**src/rtl/mem_access_ctrl_pkg.sv**
```systemverilog
// Shared pipeline constants for the MEM-stage access controller: load-type
// encodings, controller state encoding and the latched request record.
package mem_access_ctrl_pkg;

   localparam logic [2:0] LD_NONE = 3'd0;
   localparam logic [2:0] LD_LB   = 3'd1;
   localparam logic [2:0] LD_LH   = 3'd2;
   localparam logic [2:0] LD_LW   = 3'd3;
   localparam logic [2:0] LD_LBU  = 3'd4;
   localparam logic [2:0] LD_LHU  = 3'd5;

   localparam logic [1:0] ST_IDLE = 2'd0;
   localparam logic [1:0] ST_REQ  = 2'd1;
   localparam logic [1:0] ST_WAIT = 2'd2;
   localparam logic [1:0] ST_DONE = 2'd3;

   typedef struct packed {
      logic [31:0] addr;
      logic [3:0]  we;
      logic [31:0] wdata;
      logic [2:0]  ld_type;
   } mem_req_t;

   function automatic logic is_load(input logic [2:0] ld_type);
      return (ld_type >= LD_LB) && (ld_type <= LD_LHU);
   endfunction

   function automatic logic is_access(input logic [2:0] ld_type, input logic [3:0] we);
      return is_load(ld_type) || (we != 4'd0);
   endfunction

   // A store (or an unused encoding) always extends to zero, so fold it to NONE here.
   function automatic logic [2:0] effective_type(input logic [2:0] ld_type, input logic [3:0] we);
      if ((we != 4'd0) || !is_load(ld_type)) begin
         return LD_NONE;
      end
      return ld_type;
   endfunction

endpackage

```
**src/rtl/mem_access_ctrl_if.sv**
```systemverilog
// Request/response bus between the MEM-stage controller and backing memory.
interface mem_access_ctrl_if;

   logic        mem_req_valid;
   logic        mem_req_ready;
   logic [3:0]  mem_req_we;
   logic [31:0] mem_req_addr;
   logic [31:0] mem_req_wdata;
   logic        mem_resp_valid;
   logic [31:0] mem_resp_data;

   modport master (
      output mem_req_valid,
      output mem_req_we,
      output mem_req_addr,
      output mem_req_wdata,
      input  mem_req_ready,
      input  mem_resp_valid,
      input  mem_resp_data
   );

   modport slave (
      input  mem_req_valid,
      input  mem_req_we,
      input  mem_req_addr,
      input  mem_req_wdata,
      output mem_req_ready,
      output mem_resp_valid,
      output mem_resp_data
   );

endinterface

```
**src/rtl/mem_access_ctrl_load_extender.sv**
```systemverilog
// Pure combinational load extractor: picks the byte/halfword addressed by the
// offset out of a memory word and sign- or zero-extends it.
module load_extender
   import mem_access_ctrl_pkg::*;
(
   input  logic [31:0] i_word,
   input  logic [1:0]  i_offset,
   input  logic [2:0]  i_ld_type,
   output logic [31:0] o_data
);

   logic [7:0]  w_bytes  [4];
   logic [15:0] w_halves [2];
   logic [7:0]  w_byte;
   logic [15:0] w_half;

   genvar gi;
   generate
      for (gi = 0; gi < 4; gi++) begin : g_byte
         assign w_bytes[gi] = i_word[8*gi +: 8];
      end
      for (gi = 0; gi < 2; gi++) begin : g_half
         assign w_halves[gi] = i_word[16*gi +: 16];
      end
   endgenerate

   // Halfword loads deliberately ignore offset bit 0.
   assign w_byte = w_bytes[i_offset];
   assign w_half = w_halves[i_offset[1]];

   always_comb begin
      o_data = '0;
      case (i_ld_type)
         LD_LB:   o_data = {{24{w_byte[7]}}, w_byte};
         LD_LBU:  o_data = {24'd0, w_byte};
         LD_LH:   o_data = {{16{w_half[15]}}, w_half};
         LD_LHU:  o_data = {16'd0, w_half};
         LD_LW:   o_data = i_word;
         default: o_data = '0;
      endcase
   end

endmodule

```
**src/rtl/mem_access_ctrl.sv**
```systemverilog
// MEM-stage access controller: stalls the pipeline while a single load or
// store is carried over a valid/ready request bus to backing memory.
module mem_access_ctrl
   import mem_access_ctrl_pkg::*;
(
   input  logic        clk,
   input  logic        rst,
   input  logic [2:0]  load_type_MEM,
   input  logic [3:0]  cache_write_en_MEM,
   input  logic [31:0] addr_MEM,
   input  logic [31:0] store_data_MEM,
   output logic        stall_MEM,
   output logic [31:0] load_data_MEM,
   mem_access_ctrl_if.master mem
);

   logic [1:0]  r_state;
   logic [1:0]  w_state_next;
   mem_req_t    r_req;
   logic [31:0] r_resp_word;
   logic [31:0] r_load_hold;
   logic        w_access;
   logic        w_busy;
   logic        w_launch;
   logic        w_capture;
   logic [31:0] w_ext_data;

   assign w_access  = is_access(load_type_MEM, cache_write_en_MEM);
   assign w_busy    = (r_state == ST_REQ) || (r_state == ST_WAIT);
   assign w_launch  = (r_state == ST_IDLE) && w_access;
   assign w_capture = w_busy && mem.mem_resp_valid;

   always_comb begin
      w_state_next = r_state;
      case (r_state)
         ST_IDLE: begin
            if (w_access) begin
               w_state_next = ST_REQ;
            end
         end
         ST_REQ: begin
            if (mem.mem_req_ready) begin
               w_state_next = mem.mem_resp_valid ? ST_DONE : ST_WAIT;
            end
         end
         ST_WAIT: begin
            if (mem.mem_resp_valid) begin
               w_state_next = ST_DONE;
            end
         end
         ST_DONE: w_state_next = ST_IDLE;
         default: w_state_next = ST_IDLE;
      endcase
   end

   always_ff @(posedge clk) begin
      if (rst) begin
         r_state     <= ST_IDLE;
         r_req       <= '0;
         r_resp_word <= '0;
         r_load_hold <= '0;
      end else begin
         r_state <= w_state_next;
         // The request is frozen here; pipeline inputs are ignored until DONE.
         if (w_launch) begin
            r_req.addr    <= addr_MEM;
            r_req.we      <= cache_write_en_MEM;
            r_req.wdata   <= store_data_MEM;
            r_req.ld_type <= effective_type(load_type_MEM, cache_write_en_MEM);
         end
         if (w_capture) begin
            r_resp_word <= mem.mem_resp_data;
         end
         if (r_state == ST_DONE) begin
            r_load_hold <= w_ext_data;
         end
      end
   end

   load_extender u_load_extender (
      .i_word    (r_resp_word),
      .i_offset  (r_req.addr[1:0]),
      .i_ld_type (r_req.ld_type),
      .o_data    (w_ext_data)
   );

   assign stall_MEM     = w_launch || w_busy;
   assign load_data_MEM = (r_state == ST_DONE) ? w_ext_data : r_load_hold;

   assign mem.mem_req_valid = (r_state == ST_REQ);
   assign mem.mem_req_we    = r_req.we;
   assign mem.mem_req_addr  = {r_req.addr[31:2], 2'b00};
   assign mem.mem_req_wdata = r_req.wdata;

endmodule

```
**src/flat_wrapper.sv**
```systemverilog
// flat-port wrapper written by rule: the top's interface ports become plain ports
module mem_access_ctrl_flat import mem_access_ctrl_pkg::*;
  (clk, rst, load_type_MEM, cache_write_en_MEM, addr_MEM, store_data_MEM, stall_MEM, load_data_MEM, mem_mem_req_valid, mem_mem_req_we, mem_mem_req_addr, mem_mem_req_wdata, mem_mem_req_ready, mem_mem_resp_valid, mem_mem_resp_data);
  mem_access_ctrl_if mem_i ();
  input  logic clk;
  input  logic rst;
  input  logic [2:0] load_type_MEM;
  input  logic [3:0] cache_write_en_MEM;
  input  logic [31:0] addr_MEM;
  input  logic [31:0] store_data_MEM;
  output logic stall_MEM;
  output logic [31:0] load_data_MEM;
  output wire logic [$bits(mem_i.mem_req_valid)-1:0] mem_mem_req_valid;
  output wire logic [$bits(mem_i.mem_req_we)-1:0] mem_mem_req_we;
  output wire logic [$bits(mem_i.mem_req_addr)-1:0] mem_mem_req_addr;
  output wire logic [$bits(mem_i.mem_req_wdata)-1:0] mem_mem_req_wdata;
  input wire logic [$bits(mem_i.mem_req_ready)-1:0] mem_mem_req_ready;
  input wire logic [$bits(mem_i.mem_resp_valid)-1:0] mem_mem_resp_valid;
  input wire logic [$bits(mem_i.mem_resp_data)-1:0] mem_mem_resp_data;
  assign mem_mem_req_valid = mem_i.mem_req_valid;
  assign mem_mem_req_we = mem_i.mem_req_we;
  assign mem_mem_req_addr = mem_i.mem_req_addr;
  assign mem_mem_req_wdata = mem_i.mem_req_wdata;
  assign mem_i.mem_req_ready = mem_mem_req_ready;
  assign mem_i.mem_resp_valid = mem_mem_resp_valid;
  assign mem_i.mem_resp_data = mem_mem_resp_data;
  mem_access_ctrl u_core (.clk(clk), .rst(rst), .load_type_MEM(load_type_MEM), .cache_write_en_MEM(cache_write_en_MEM), .addr_MEM(addr_MEM), .store_data_MEM(store_data_MEM), .stall_MEM(stall_MEM), .load_data_MEM(load_data_MEM), .mem(mem_i));
endmodule
```
**config.mk**
```make
export PLATFORM = sky130hd
export DESIGN_NAME = mem_access_ctrl_flat
export DESIGN_NICKNAME = d
export VERILOG_FILES = /design/src/rtl/mem_access_ctrl_pkg.sv /design/src/rtl/mem_access_ctrl_if.sv /design/src/rtl/mem_access_ctrl_load_extender.sv /design/src/rtl/mem_access_ctrl.sv /design/src/flat_wrapper.sv
export SDC_FILE = /design/constraint.sdc
export NUM_CORES = 1
export LEC_CHECK = 0
export ABC_AREA = 1
export BUFFER_PORTS_ARGS = -buffer_cell sky130_fd_sc_hd__clkbuf_2
export CAP_MARGIN = 20
export CELL_PAD_IN_SITES_DETAIL_PLACEMENT = 0
export CELL_PAD_IN_SITES_GLOBAL_PLACEMENT = 1
export CORE_ASPECT_RATIO = 1.1
export CORE_MARGIN = 4
export CORE_UTILIZATION = 39
export DETAILED_ROUTE_END_ITERATION = 10
export PLACE_DENSITY = 0.87
export RECOVER_POWER = 50
export SLEW_MARGIN = 30
export SYNTH_ARGS = -nofsm -noshare
export SYNTH_HDL_FRONTEND = slang
export SYNTH_HIERARCHICAL = 1
export SYNTH_SLANG_ARGS = --single-unit
```
**constraint.sdc**
```tcl
create_clock -name clk -period 4 [get_ports clk]
set_clock_uncertainty 0.15 [all_clocks]
set_input_delay 0.2 -clock clk [delete_from_list [all_inputs] [get_ports clk]]
set_output_delay 0.2 -clock clk [all_outputs]
set_load 0.05 [all_outputs]
```
==> out/results.tsv, run 1 <==
stage	metric	value	unit
global_route	track_usage	19.5	%
clock_tree	clk_path_buf_depth	2	
setup_path	cp_data_arrival_time	2.75	ns
global_route	overflow	0	
pwr	peakVddDrop	0.337	mV
placed_design	dp.cells	1243	
placed_design	place_hpwl	12900	um
placed_design	gp_congestion	0.837	
synth	ys_warn_count	6	
sta	fin_setup_tns	0	ns
detailed_routing	wirelength	19500	um
floorplan	die_x	133	um
sta	hold_viol	0	
pwr	power_leakage	0.00392	uW
outcome	status	finished clean	
detailed_routing	wl_met2	9510	um
setup_path	startpoint_type	flop	
clock_tree	clockRootBuffer	clkbuf_16	
cells_and_area	layout.nets	1242	
sta	min_period	3.10	ns
global_route	grt_pass1_vias	6163	
floorplan	num_rows	50	
global_route	grt_start_max_net_pins	73	
clock_tree	post_cts_buffers	0	
sta	rsz0062_at_grt	false	
detailed_routing	ant_nets	0	
sta	setup_viol	0	
detailed_routing	drt_pass1_iterations	5	
clock_tree	cts_hold_buf	102	
detailed_routing	highest_layer	met4	
placed_design	dpl_cell_area	7230	um^2
cells_and_area	areaGrowthSynthToFinish	29.4	%
clock_tree	ctsResizeCount	0	
detailed_routing	drc	0	
synth	synth.avg_cell_area	7.30	um^2
sta	max-slew-margin-rel	29.8	%
cells_and_area	final_core_util	51.3	%
synth	ys_types	24	
detailed_routing	route.met3.wl	1140	um
setup_path	endpoint_kind	primary output	
detailed_routing	num_vias	6561	
setup_path	required	3.65	ns
synth	syn_inst	924	
floorplan	initial_core_util	39.6	%
synth	synth-seq-cells	137	
synth	syn_area	6750	um^2
clock_tree	clk_pin_slew	0.06	ns
clock_tree	htreeDepth	4	
clock_tree	clkLatencyLatePin	0.41	ns
sta	fmax	322	MHz
pwr	power_density	670	nW/um^2
detailed_routing	drtIter0Drc	361	
cells_and_area	final_area	8730	um^2
clock_tree	cts.sinks	137	
job	max_cap_violations	0	
min_path	holdCritPathClass	input pin to flop	
global_route	antenna_found_initial	0	
sta	worst_slew_pin_slew	1.05	ns
pwr	fin_total_pwr	5850	uW
detailed_routing	wl_met1	8610	um
floorplan	io_pins	209	
global_route	grt_pass1_wl	31000	um
cells_and_area	finalNonFillerCells	1377	
setup_path	worstPathMaxFanout	33	
clock_tree	cts_made_buffers	17	
sta	drv_slew	0	
cells_and_area	drive_gt1_share	18.9	%
floorplan	fp.dieH	146	um
cells_and_area	antenna_cells	0	
detailed_routing	routed_via_density	4.76	
floorplan	coreArea	17000	um^2
clock_tree	tritoncts	yes	
detailed_routing	wl_per_cell	14.2	um
setup_path	crit_type	flop to primary output	
sta	fin_crit_sh	77.5	%
placed_design	portBuffers	206	
floorplan	dieArea	19500	um^2
cells_and_area	n_fill_cell	1718	
synth	synth.yosys.seq_area_share	40.7	%
-- cells in the mapped netlist, drive strengths merged --
master,number,area share [%]
clkbuf,20,1.1
buf,105,12
nand4,1,0.19
ha,5,0.93
inv,41,2.3
o21ai,40,3.0
a21oi,112,9.4
nand3,111,9.9
conb,1,0.056
o21bai,1,0.11
nor2,88,4.9
dfxtp,137,41
nand3b,1,0.30
nand2,261,15
-- stage by stage --
step	setup WS (ns)	hold WS, ns
6_report	0.899	0.0237
5_1_grt	0.635	0.0326
4_1_cts	1.03	0.00351
3_5_place_dp	1.30	0.301
3_3_place_gp	1.43	0.298
2_1_floorplan	2.18	0.199
-- final cells by class --
cell class / count / area, um^2 / share of cell area (%)
repair buffers: 311 / 1990 / 22.8
flip-flops and latches: 137 / 2740 / 31.4
well taps: 234 / 293 / 3.36
inverters: 41 / 154 / 1.76
clock inverters: 12 / 188 / 2.15
multi-input cells: 622 / 2890 / 33.1
clock buffers: 20 / 467 / 5.35
-- worst paths after layout --
| check | from | endpoint | slack (ns) | cells after the start |
|---|---|---|---|---|
| min | load_type_MEM[1] | u_core/r_req[1]$_SDFFE_PP0P_ | 0.02 | 5 |
| min reg2reg | u_core/mem.mem_req_wdata[24]$_SDFFE_PP0P_ | u_core/mem.mem_req_wdata[24]$_SDFFE_PP0P_ | 0.31 | 2 |
| max | u_core/r_state[0]$_SDFFE_PP0P_ | load_data_MEM[19] | 0.90 | 6 |
| max reg2reg | u_core/r_state[0]$_SDFFE_PP0P_ | u_core/mem.mem_req_addr[25]$_SDFFE_PP0P_ | 1.08 | 5 |
-- registers in the layout (all words and copies together), names as in the netlist --
register and flops:
u_core/r_load_hold 32, u_core/mem.mem_req_addr 30, u_core/r_state 2, u_core/mem.mem_req_wdata 32, u_core/r_resp_word 32, u_core/r_req 5
u_core/mem.mem_req_we 4
-- layout by cell type, fill, tap and decap left out, drive strengths merged --
| master | Yosys | routed |
|---|---|---|
| bufinv | 0 | 4 |
| o21ai | 40 | 40 |
| inv | 41 | 43 |
| a21oi | 112 | 112 |
| o21bai | 1 | 1 |
| nor2 | 88 | 88 |
| clkbuf | 20 | 226 |
| ha | 5 | 5 |
| nand4 | 1 | 1 |
| clkinvlp | 0 | 2 |
| dlygate4sd3 | 0 | 102 |
| buf | 105 | 3 |
| nand3b | 1 | 1 |
| conb | 1 | 2 |
| nand3 | 111 | 111 |
| clkinv | 0 | 4 |
| nand2 | 261 | 261 |
| dfxtp | 137 | 137 |
-- worst max-delay path: stages (launching register included) --
cell and delay, ns:
dfxtp_1 0.39, ha_1 0.17, buf_4 0.28, clkinv_1 0.79
nand2_1 0.34, nand2_1 0.10, clkbuf_2 0.25
-- per-layer routing --
layer / vias to the layer above / track usage [%]
met5: - / 0
li1: 3315 / -
met1: 2995 / 23.8
met4: 0 / 6.07
met3: 18 / 4.53
met2: 233 / 34.0
-- cell families (layout without fill, tap and decap cells) --
group           Yosys count  after routing  synth area share [%]
compound gates          153            153                  12.5
fa+ha+maj                 5              5                 0.927
buf+inv                 166            384                  15.2
flops                   137            137                  40.7
other cells               1              2                0.0556
simple gates            462            462                  30.7
-- power by group --
part / leakage, uW / switching, uW / total, uW / internal [uW]
combinational: 0.00248 / 1650 / 2200 / 555
sequential: 0.00112 / 237 / 1930 / 1690
clock: 0.000314 / 616 / 1720 / 1100
total: 0.00392 / 2500 / 5850 / 3350
(Power assumes the default switching activity.)
==> run 2, diff against run 1 <==
--- a/config.mk
+++ b/config.mk
@@ -12,9 +12,9 @@
 export CELL_PAD_IN_SITES_GLOBAL_PLACEMENT = 1
 export CORE_ASPECT_RATIO = 1.1
 export CORE_MARGIN = 4
-export CORE_UTILIZATION = 39
+export CORE_UTILIZATION = 36
 export DETAILED_ROUTE_END_ITERATION = 10
-export PLACE_DENSITY = 0.87
+export PLACE_DENSITY = 0.82
 export RECOVER_POWER = 50
 export SLEW_MARGIN = 30
 export SYNTH_ARGS = -nofsm -noshare
==> constraint.sdc (replaced) <==
create_clock -name clk -period 3.24 [get_ports clk]
set_clock_uncertainty 0.15 [all_clocks]
set_input_delay 0.162 -clock clk [delete_from_list [all_inputs] [get_ports clk]]
set_output_delay 0.162 -clock clk [all_outputs]
set_load 0.05 [all_outputs]
==> run 2 against run 1 <==
Against the previous run: the run now ends with max-capacitance violations, max-slew violations left; critical path depth increased by 1; die area increased by 7.8%; worst setup slack got worse by 0.50 ns; first-iteration DRC count decreased by 23%; flip-flop and latch count unchanged; register-to-register slack got worse by 0.53 ns; combinational power increased by 26%; core utilization decreased by 3.8 points; global-route usage decreased by 1.5 points; via count decreased by 2.4%; final cell count increased by 0.94%; sequential share of layout area decreased by 0.054 points.
==> out/results.tsv, run 2 (synthesis gave the netlist of run 1 again) <==
stage	metric	value	unit
cells_and_area	antenna_cells	0	
clock_tree	cts_made_buffers	17	
cells_and_area	mostFrequentLayoutCells	254 x nand2_1, 139 x clkbuf_2, 137 x dfxtp_1	
placed_design	portBuffers	206	
setup_path	reg2regPathDepth	5	
clock_tree	clkLatencyLatePin	0.42	ns
pwr	fin_total_pwr	6960	uW
floorplan	fp.dieH	152	um
setup_path	crit_type	flop to primary output	
job	max_cap_violations	1	
setup_path	worstPathMaxFanout	25	
sta	rsz0062_at_grt	false	
setup_path	path_cells	nand3_2 > inv_1 > nand2_1 > nand3_1 > nand2_1 > nand2_1 > clkbuf_2	
min_path	hold_end	u_core/r_state[1]$_SDFFE_PP0P_	
setup_path	regToRegSetupSlack	0.55	ns
setup_path	worst-path-buf-inv	2	
detailed_routing	drt_pass1_iterations	5	
detailed_routing	wirelength	18900	um
clock_tree	cts.sinks	137	
clock_tree	clk_path_buf_depth	2	
setup_path	critPathSlowestCell	inv_1	
setup_path	crit_cells	7	
global_route	grt_pass1_wl	30900	um
detailed_routing	routed_via_density	4.61	
setup_path	cp_data_arrival_time	2.53	ns
sta	fin_setup_tns	0	ns
sta	fmax	352	MHz
clock_tree	ctsResizeCount	0	
sta	hold_viol	0	
min_path	hold_path.startpoint	mem_mem_resp_valid	
global_route	overflow	0	
setup_path	worst_path_dominant_cell_family	buffers and inverters	
pwr	power_leakage	0.00392	uW
sta	fin_crit_sh	87.7	%
pwr	peakVddDrop	0.487	mV
detailed_routing	num_vias	6404	
setup_path	worst_path_largest_cell_delay	0.60	ns
floorplan	io_pins	209	
global_route	grt_start_max_net_pins	73	
global_route	antenna_found_initial	0	
setup_path	endpoint_kind	primary output	
setup_path	r2r_end	u_core/mem.mem_req_wdata[22]$_SDFFE_PP0P_	
pwr	power_density	796	nW/um^2
floorplan	coreArea	18400	um^2
clock_tree	clk_pin_slew	0.06	ns
outcome	violations	max-capacitance violations, max-slew violations	
setup_path	startpoint_type	flop	
detailed_routing	drc	0	
sta	drv_slew	67	
global_route	track_usage	18.0	%
floorplan	die_x	139	um
setup_path	worst_path_most_repeated_cell	nand2_1	
floorplan	num_rows	52	
detailed_routing	drtIter0Drc	278	
placed_design	place_hpwl	13100	um
sta	worst_slew_pin_slew	1.55	ns
clock_tree	clockRootBuffer	clkbuf_16	
min_path	min_path_cells	5	
placed_design	gp_congestion	0.900	
sta	whs	0.0685	ns
floorplan	dieArea	21000	um^2
detailed_routing	wl_per_cell	13.6	um
sta	max-slew-margin-rel	-3.32	%
sta	setup_viol	0	
cells_and_area	layout.nets	1246	
global_route	grt_pass1_vias	6155	
floorplan	initial_core_util	36.6	%
cells_and_area	final_common_cell	nand2_1	
min_path	holdCritPathClass	input pin to flop	
outcome	status	complete, but fails checks	
setup_path	rr_startpoint	u_core/r_state[0]$_SDFFE_PP0P_	
clock_tree	htreeDepth	4	
clock_tree	tritoncts	yes	
cells_and_area	drive_gt1_share	20.1	%
setup_path	required	2.93	ns
cells_and_area	n_fill_cell	1842	
sta	min_period	2.84	ns
detailed_routing	ant_nets	0	
cells_and_area	areaGrowthSynthToFinish	29.6	%
==> run 2: cell types whose count changed in the layout (fill, tap and decap cells not counted) <==
cell,previous run,this run
inv_6,3,7
bufinv_16,4,0
buf_4,3,6
inv_2,6,5
dlygate4sd3_1,102,103
inv_1,34,35
nand2_2,6,4
nand3_1,106,91
nand2_1,252,254
clkinv_2,0,1
clkbuf_8,3,0
inv_8,0,2
nand3_2,5,20
==> run 2: area by class of cell <==
type / count / area [um^2] / area share (%)
flip-flops and latches: 137 / 2740 / 31.4
clock inverters: 15 / 130 / 1.49
clock buffers: 17 / 425 / 4.87
well taps: 243 / 304 / 3.48
multi-input cells: 622 / 2960 / 33.9
inverters: 41 / 154 / 1.76
repair buffers: 315 / 2020 / 23.1
==> run 2: stage by stage <==
step	cells	utilization, %	worst slack, ns	instance area [um^2]
after floorplan	925	-	1.45	6750
after global placement	1255	39.4	1.01	7260
after detailed placement	1255	39.4	0.957	7260
after CTS	1390	48.1	0.482	8850
after global routing	1390	47.5	0.214	8740
final	1390	47.5	0.399	8740
==> run 2: report_power, final <==
part           switching [uW]  internal (uW)
clock network             804           1010
registers                 288           2090
logic                    2040            726
==> run 2: routing by layer <==
layer | track usage, % | vias to the layer above | part of all wire (%)
li1 | - | 3322 | -
met5 | 0 | - | 0
met2 | 30.9 | 177 | 48
met3 | 4.61 | 27 | 4.9
met4 | 6.77 | 0 | 2.4
met1 | 22.0 | 2878 | 45
==> run 2: repair_timing <==
action,CTS,global route
hold buffers,103,0
endpoints found under the hold margin,103,0
setup buffers,0,0
==> run 2: how the worst max path moves through the flow <==
| stage | end | from |
|---|---|---|
| finish | load_data_MEM[30] | u_core/r_req[1]$_SDFFE_PP0P_ |
| global route | load_data_MEM[26] | u_core/r_req[1]$_SDFFE_PP0P_ |
| CTS | stall_MEM | cache_write_en_MEM[3] |
| detailed placement | u_core/r_resp_word[26]$_SDFFE_PP0P_ | u_core/r_state[0]$_SDFFE_PP0P_ |
| global placement | u_core/r_resp_word[20]$_SDFFE_PP0P_ | u_core/r_state[0]$_SDFFE_PP0P_ |
| floorplan | load_data_MEM[0] | u_core/r_state[0]$_SDFFE_PP0P_ |
==> run 2: worst reg2reg max path: cells and delay by family (launching register included) <==
family / cells / cell delay, ns
compound gates: 1 / 0.20
fa+ha+maj: 1 / 0.36
buf+inv: 2 / 1.32
flops: 1 / 0.35
simple gates: 1 / 0.25
==> run 3, diff against run 2 <==
==> constraint.sdc (replaced) <==
create_clock -name clk -period 3.24 [get_ports clk]
set_clock_uncertainty 0.15 [all_clocks]
set_input_delay 0.324 -clock clk [delete_from_list [all_inputs] [get_ports clk]]
set_output_delay 0.324 -clock clk [all_outputs]
set_load 0.05 [all_outputs]
==> run 3 against run 2 <==
Against the previous run: the flow now finishes without violations; global-route usage fell by 0.91 points; die area unchanged; combinational power decreased by 3%; maximum frequency up 4.3%; via count shrank 4.7%; sequential power is essentially flat; flip-flop and latch count is the same; critical path depth unchanged; register-to-register slack improved by 0.21 ns; critical endpoint is now load_data_MEM[25].
==> out/results.tsv, run 3 (synthesis gave the netlist of run 1 again) <==
stage	metric	value	unit
placed_design	portBuffers	206	
detailed_routing	drc	0	
global_route	grt_pass1_wl	29200	um
floorplan	io_pins	209	
job	max_cap_violations	0	
global_route	grtUsageMet1	22.3	%
setup_path	worstPathMaxFanout	25	
sta	hold_viol	0	
setup_path	cp_data_arrival_time	2.25	ns
global_route	antenna_found_initial	0	
global_route	groute.layer.met2.usage	26.8	%
clock_tree	clk_path_buf_depth	2	
clock_tree	cts_made_buffers	17	
floorplan	initial_core_util	36.6	%
floorplan	coreArea	18400	um^2
cells_and_area	mostFrequentLayoutCells	252 x nand2_1, 140 x clkbuf_2, 137 x dfxtp_1	
clock_tree	clockRootBuffer	clkbuf_16	
global_route	top_usage_layer	met2	
detailed_routing	num_vias	6101	
pwr	peakVddDrop	0.399	mV
cells_and_area	layout.nets	1184	
sta	worst_slew_pin_slew	1.27	ns
min_path	holdCritPathClass	input pin to flop	
cells_and_area	areaGrowthSynthToFinish	20.6	%
clock_tree	clkLatencyLatePin	0.42	ns
sta	fin_setup_tns	0	ns
detailed_routing	routed_via_density	4.59	
sta	max-slew-margin-rel	15.1	%
detailed_routing	wl_per_cell	13.6	um
floorplan	fp.dieH	152	um
detailed_routing	drtIter0Drc	365	
sta	fin_crit_sh	84.1	%
pwr	fin_total_pwr	6980	uW
clock_tree	htreeDepth	4	
detailed_routing	wirelength	18100	um
sta	min_period	2.72	ns
sta	drv_slew	0	
global_route	overflow	0	
outcome	status	finished clean	
setup_path	required	2.77	ns
sta	fin_ws	0.516	ns
placed_design	dp_slack	0.934	ns
pwr	power_density	858	nW/um^2
global_route	grtUsageMet3	3.70	%
floorplan	die_x	139	um
detailed_routing	drt_pass1_iterations	5	
cells_and_area	final_common_cell	nand2_1	
setup_path	endpoint_kind	primary output	
pwr	power_leakage	0.00367	uW
global_route	grt_start_max_net_pins	71	
cells_and_area	finalNonFillerCells	1328	
sta	fmax	367	MHz
placed_design	place_hpwl	13100	um
clock_tree	post_cts_buffers	0	
placed_design	dp.cells	1257	
cells_and_area	antenna_cells	0	
detailed_routing	ant_nets	0	
setup_path	crit_type	flop to primary output	
sta	rsz0062_at_grt	false	
floorplan	num_rows	52	
cells_and_area	drive_gt1_share	21.4	%
placed_design	gp_congestion	0.883	
sta	setup_viol	0	
clock_tree	tritoncts	yes	
global_route	grt_pass1_vias	5804	
floorplan	dieArea	21000	um^2
setup_path	reg2regPathDepth	7	
global_route	track_usage	17.1	%
min_path	min_path_cells	3	
clock_tree	cts.sinks	137	
setup_path	startpoint_type	flop	
clock_tree	clk_pin_slew	0.06	ns
[run 3: changes by cell type in the layout (fill, tap and decap cells not counted), moves of 2 or more]
cell           change
inv_8              -2
a21oi_1            +5
bufinv_16          +2
clkinvlp_4         +2
nand2_1            -2
clkinv_2           +2
inv_6              -5
a21oi_2            -5
dlygate4sd3_1     -64
nand2_2            +2
[run 3: path summary, 6_finish.rpt]
path	start	endpoint	slack, ns
setup reg to reg	u_core/r_state[0]$_SDFFE_PP0P_	u_core/r_resp_word[22]$_SDFFE_PP0P_	0.76
setup / recovery	u_core/r_req[1]$_SDFFE_PP0P_	load_data_MEM[25]	0.52
hold reg to reg	u_core/mem.mem_req_addr[9]$_SDFFE_PP0P_	u_core/mem.mem_req_addr[9]$_SDFFE_PP0P_	0.31
hold / removal	store_data_MEM[30]	u_core/mem.mem_req_wdata[30]$_SDFFE_PP0P_	0.02
[run 3: stage by stage]
| step | hold slack [ns] | cell area, um^2 | util (%) |
|---|---|---|---|
| 2_1_floorplan | 0.289 | 6750 | - |
| 3_3_place_gp | 0.299 | 7280 | 39.5 |
| 3_5_place_dp | 0.303 | 7280 | 39.5 |
| 4_1_cts | 0.000195 | 8260 | 44.8 |
| 5_1_grt | 0.00923 | 8140 | 44.2 |
| 6_report | 0.0190 | 8140 | 44.2 |
[run 3: final cells by class]
class,instances,area (um^2)
clock buffer,18,439
timing repair buffer,253,1400
clock inverter,14,149
tap,243,304
multi-input combinational,622,2950
sequential,137,2740
inverter,41,154
fill,1920,10300
[run 3: timing repair]
action,CTS,global route
hold buffers,39,0
endpoints found under the hold margin,39,0
resized for setup,0,0
[run 3: worst max-delay path, cell delays in order, from the launching register on]
cell and delay (ns):
dfxtp_1 0.43, nand3_1 0.30, inv_2 0.41, nand2_1 0.11, nand3_1 0.10, nand2_1 0.10
nand2_1 0.10, clkbuf_2 0.29
[run 3: per-layer routing]
| metal | wire, um | up-vias |
|---|---|---|
| met2 | 7980 | 203 |
| met5 | 0 | - |
| met3 | 919 | 41 |
| met1 | 8520 | 2657 |
| li1 | - | 3200 |
| met4 | 643 | 0 |
[run 3: power breakdown]
part	internal, uW	total (uW)	switching, uW
combinational	679	2700	2030
sequential	2090	2380	287
clock	1160	1900	746
